## src/rtl/timerio_pkg.sv

```systemverilog
// Shared register offsets and bit positions for the timerio interval timer.
package timerio_pkg;

    localparam logic [2:0] TMR_CTRL     = 3'd0;
    localparam logic [2:0] TMR_STATUS   = 3'd1;
    localparam logic [2:0] TMR_PRESC    = 3'd2;
    localparam logic [2:0] TMR_RELOAD_H = 3'd3;
    localparam logic [2:0] TMR_RELOAD_L = 3'd4;
    localparam logic [2:0] TMR_COUNT_H  = 3'd5;
    localparam logic [2:0] TMR_COUNT_L  = 3'd6;

    localparam int CTRL_EN      = 0;
    localparam int CTRL_IRQEN   = 1;
    localparam int CTRL_ONESHOT = 2;

    localparam int STAT_OVF = 0;
    localparam int STAT_RUN = 1;

endpackage

```

## src/rtl/timerio_prescaler.sv

```systemverilog
// Clock prescaler: emits a one-clk tick every (presc+1) enabled clocks.
module timer_prescaler (
    input  logic       clk,
    input  logic       rst,
    input  logic       clear,
    input  logic       en,
    input  logic [7:0] presc,
    output logic       tick
);

    logic [7:0] cnt;

    // clear restarts the phase on the enabling edge and suppresses any tick there
    assign tick = en & ~clear & (cnt == presc);

    always_ff @(posedge clk) begin
        if (rst) begin
            cnt <= 8'd0;
        end else if (clear) begin
            cnt <= 8'd0;
        end else if (en) begin
            if (cnt == presc)
                cnt <= 8'd0;
            else
                cnt <= cnt + 8'd1;
        end
    end

endmodule

```

## src/rtl/timerio.sv

```systemverilog
// Programmable 16-bit interval timer with byte-wide CPU register interface.
module timerio
    import timerio_pkg::*;
#(
    parameter logic [7:0] PRESC_DEFAULT = 8'd0
) (
    input  logic       clk,
    input  logic       rst,
    output logic       irq,
    input  logic [2:0] AD,
    input  logic [7:0] DI,
    output logic [7:0] DO,
    input  logic       rw,
    input  logic       cs
);

    // Bus cycle: a write happens on any clk edge with cs=1, rw=0; reads are
    // combinational on DO and only the COUNT_H read has an edge side effect.
    logic        ctrl_en;
    logic        ctrl_irqen;
    logic        ctrl_oneshot;
    logic        ovf;
    logic [7:0]  presc;
    logic [7:0]  hold;
    logic [15:0] reload;
    logic [15:0] count;
    logic [7:0]  shadow;

    logic wr;
    logic wr_ctrl;
    logic wr_status;
    logic rd_count_h;
    logic en_rise;
    logic tick;
    logic tick_eff;
    logic ovf_event;

    assign wr         = cs & ~rw;
    assign wr_ctrl    = wr & (AD == TMR_CTRL);
    assign wr_status  = wr & (AD == TMR_STATUS);
    assign rd_count_h = cs & rw & (AD == TMR_COUNT_H);

    assign en_rise = wr_ctrl & DI[CTRL_EN] & ~ctrl_en;

    // A CTRL write clearing EN overrides a tick on the same edge
    assign tick_eff  = tick & ~(wr_ctrl & ~DI[CTRL_EN]);
    assign ovf_event = tick_eff & (count == 16'd0);

    timer_prescaler u_prescaler (
        .clk   (clk),
        .rst   (rst),
        .clear (en_rise),
        .en    (ctrl_en),
        .presc (presc),
        .tick  (tick)
    );

    always_ff @(posedge clk) begin
        if (rst) begin
            ctrl_en      <= 1'b0;
            ctrl_irqen   <= 1'b0;
            ctrl_oneshot <= 1'b0;
            ovf          <= 1'b0;
            presc        <= PRESC_DEFAULT;
            hold         <= 8'd0;
            reload       <= 16'd0;
            count        <= 16'd0;
            shadow       <= 8'd0;
        end else begin
            if (wr_ctrl) begin
                ctrl_en      <= DI[CTRL_EN];
                ctrl_irqen   <= DI[CTRL_IRQEN];
                ctrl_oneshot <= DI[CTRL_ONESHOT];
            end else if (ovf_event && ctrl_oneshot) begin
                ctrl_en <= 1'b0;
            end

            // New overflow beats a simultaneous write-1-to-clear
            ovf <= (ovf & ~(wr_status & DI[STAT_OVF])) | ovf_event;

            if (en_rise)
                count <= reload;
            else if (tick_eff)
                count <= (count == 16'd0) ? reload : count - 16'd1;

            if (wr && AD == TMR_PRESC)
                presc <= DI;
            if (wr && AD == TMR_RELOAD_H)
                hold <= DI;
            if (wr && AD == TMR_RELOAD_L)
                reload <= {hold, DI};

            if (rd_count_h)
                shadow <= count[7:0];
        end
    end

    assign irq = ovf & ctrl_irqen;

    always_comb begin
        DO = 8'd0;
        case (AD)
            TMR_CTRL: begin
                DO[CTRL_EN]      = ctrl_en;
                DO[CTRL_IRQEN]   = ctrl_irqen;
                DO[CTRL_ONESHOT] = ctrl_oneshot;
            end
            TMR_STATUS: begin
                DO[STAT_OVF] = ovf;
                DO[STAT_RUN] = ctrl_en;
            end
            TMR_PRESC:    DO = presc;
            TMR_RELOAD_H: DO = reload[15:8];
            TMR_RELOAD_L: DO = reload[7:0];
            TMR_COUNT_H:  DO = count[15:8];
            TMR_COUNT_L:  DO = shadow;
            default:      DO = 8'd0;
        endcase
    end

endmodule

```

## config.mk

```make
export PLATFORM = sky130hd
export DESIGN_NAME = timerio
export DESIGN_NICKNAME = d
export VERILOG_FILES = /design/src/rtl/timerio_pkg.sv /design/src/rtl/timerio_prescaler.sv /design/src/rtl/timerio.sv
export SDC_FILE = /design/constraint.sdc
export NUM_CORES = 1
export LEC_CHECK = 0
export BUFFER_PORTS_ARGS = -buffer_cell sky130_fd_sc_hd__buf_4
export CAP_MARGIN = 20
export CORE_MARGIN = 2
export CORE_UTILIZATION = 40
export DETAILED_ROUTE_END_ITERATION = 8
export PLACE_DENSITY = 0.56
export SLEW_MARGIN = 20
export SYNTH_ARGS = -nofsm -noshare
export SYNTH_HDL_FRONTEND = slang
export SYNTH_SLANG_ARGS = --single-unit
```

## constraint.sdc

```tcl
create_clock -name clk -period 2.5 [get_ports clk]
set_input_delay 0.125 -clock clk [delete_from_list [all_inputs] [get_ports clk]]
set_output_delay 0.125 -clock clk [all_outputs]
set_load 0.02 [all_outputs]
```

==> impl_metrics.json <==
{
  "hold_viol_final": 0,
  "cp_max_fo": 10,
  "cts_made_buffers": 9,
  "pre_cts_slack_ns": 0.127,
  "finClkSkew_ns": 0.0100,
  "start_kind": "register",
  "areaGrowthSynthToFinish_pct": 13.7,
  "layout_setup_ws_ns": 0.406,
  "dp.cells": 553,
  "status": "complete, no violations",
  "dp_hpwl_um": 7430,
  "drt-pass1-iter-count": 4,
  "port_buffers": 23,
  "layout.nets": 475,
  "cts_htree_levels": 3,
  "final_layout_size_suffix_gt1_frac": 0.186,
  "post_drt_wl_per_cell_um": 17.5,
  "coreArea_um2": 8720,
  "cts_sinks": 68,
  "synth_fp_nets": 455,
  "fp.dieH_um": 98.9,
  "hold_buffers": 0,
  "drt-total-wl_um": 9980,
  "max_slew.worst_pin.slew_ns": 0.611,
  "grt_pass1_vias": 3116,
  "die-area_um2": 9790,
  "cts_root_buf": "clkbuf_8",
  "layoutNonFillerInstCount": 570,
  "path_cells": "nor3_1 -> and4_4 -> a21oi_1 -> buf_4 -> nand4_1 -> o21ai_1 -> a2111oi_2",
  "cts_resized": 0,
  "ys.flop_type": "dfxtp_1",
  "diodes": 0,
  "peakVddDrop_uv": 339,
  "synth_area_um2": 3600,
  "p_leak_nw": 1.46,
  "path_clk_slew_ns": 0.08,
  "vias_per_cell": 5.56,
  "post_cts_buffers": 0,
  "place.gp.congestion": 0.875,
  "final_antenna_net_count": 0,
  "max-slew-margin-rel": 0.591,
  "initial_core_util": 0.413,
  "synthTopCellsByArea": "dfxtp_1 (38%), mux2i_1 (8.3%), nand2_1 (6.6%)",
  "die_w_um": 98.9,
  "synth-edff-count": 0,
  "whs_ns": 0.0375,
  "rsz0062_at_grt": "no",
  "drt_drc_violations_left": 0,
  "hold_class": "in -> reg",
  "min_period_ns": 2.09,
  "period_share": 0.838,
  "ys_seq_area_frac": 0.378,
  "ys_ff_latch": 68,
  "yosys_warnings": 0,
  "overflow": 0,
  "drv_cap": 0,
  "avgSynthCellArea_um2": 8.25,
  "tns_ns": 0,
  "grt_pass1_wl_um": 16700,
  "ys_top_cells_by_count": "dfxtp_1 (68), nand2_1 (63), nor2_1 (51)",
  "grt_usage": 0.218,
  "synth_most_common_cell": "dfxtp_1",
  "drtIter0Drc": 138,
  "grt_max_degree": 43,
  "cpPeakStageDelay_ns": 0.42,
  "crit_path_end_kind": "register",
  "power.density_nw_per_um2": 613,
  "clk_latency_ns": 0.36,
  "criticalPathCategory": "reg -> reg",
  "cts_tree": "built",
  "max_freq_mhz": 478,
  "synth.distinct_cells": 52,
  "ios": 24,
  "crit_arrival_ns": 2.35,
  "cp_slowest_cell": "nor3_1",
  "clk_path_buf_depth": 2,
  "synth_top_cell_area_share": 0.378,
  "rows": 34,
  "fill_cells": 870,
  "synthCells": 437,
  "slew_viol_final": 0,
  "num_vias": 3170,
  "async_reset_ff_frac": 0,
  "worstPathRequired_ns": 2.76,
  "finalSetupViolCount": 0,
  "antenna_found_initial": 0,
  "yosys.area.top_type": "dfxtp_1"
}
==> logic make-up after synthesis <==
family | Yosys count | synth area share
muxes | 34 | 0.102
DFF | 68 | 0.378
and+or+nand+nor | 181 | 0.242
adders and majority gates | 3 | 0.0104
AOI/OAI and AO/OA | 101 | 0.182
buffers and inverters | 35 | 0.0496
xor gates and xnor gates | 15 | 0.0364
==> critical path: cells and delay by family (launching register included) <==
family,cells,cell delay (ns)
AND/OR/NAND/NOR,3,0.83
buffers and inverters,1,0.23
AO/OA/AOI/OAI,3,0.57
flip-flops,1,0.38
==> through the flow <==
| stage | utilization | power [mW] | instance area [µm²] |
|---|---|---|---|
| after floorplan | - | 1.37 | 3600 |
| after global placement | 0.442 | 1.46 | 3860 |
| after detailed placement | 0.442 | 1.47 | 3860 |
| after CTS | 0.469 | 2.52 | 4090 |
| final | 0.470 | 2.51 | 4100 |
| after global routing | 0.470 | 2.62 | 4100 |
==> placed cells by master (no fill, tap or decap), types with 3 or more instances in the layout <==
cell      count
dfxtp_1      68
nand2_1      63
nor2_1       51
a21oi_1      41
buf_4        37
mux2i_1      30
o21ai_0      15
nand3_1      12
clkbuf_8     11
xnor2_1      10
and2_1        9
nor3_1        9
o21ai_2       9
a21oi_2       9
o21ai_1       8
inv_1         7
nand4_1       6
xor2_1        5
nor2b_1       4
or3_1         4
nor4_1        4
nand2b_1      3
nand3b_1      3
and3_1        3
a21o_1        3
ha_1          3
==> final timing paths <==
path | slack, ns | end | start | cells past startpoint
setup / recovery | 0.41 | count[13] | count[5] | 7
setup reg to reg | 0.41 | count[13] | count[5] | 7
hold reg to reg | 0.45 | reload[9] | hold[1] | 2
hold / removal | 0.04 | hold[3] | DI[3] | 3
==> registers in the layout, indices dropped and copies added (netlist names) <==
| name | flops |
|---|---|
| hold | 8 |
| presc | 8 |
| ovf | 1 |
| ctrl_oneshot | 1 |
| u_prescaler.cnt | 8 |
| ctrl_irqen | 1 |
| ctrl_en | 1 |
| count | 16 |
| shadow | 8 |
| reload | 16 |
==> report_power, final <==
part	switching (mW)	internal (mW)	leakage, nW
clock	0.446	0.617	0.112
combinational	0.214	0.129	0.797
sequential	0.0145	1.09	0.548
==> per-layer routing <==
metal	global-route usage	routed length (µm)	up-vias
met4	0.0854	193	0
met3	0.0376	537	12
li1	-	-	1569
met2	0.350	4760	75
met5	0	0	-
met1	0.292	4490	1514
==> area by class of cell <==
| class | count | area (µm²) | share of cell area |
|---|---|---|---|
| sequential | 68 | 1360 | 0.332 |
| timing repair buffer | 37 | 278 | 0.0677 |
| tap | 108 | 135 | 0.0330 |
| inverter | 7 | 26.3 | 0.00641 |
| clock inverter | 5 | 83.8 | 0.0204 |
| multi-input combinational | 334 | 2060 | 0.504 |
| clock buffer | 11 | 151 | 0.0369 |
Power figures use the tool's default switching activity.
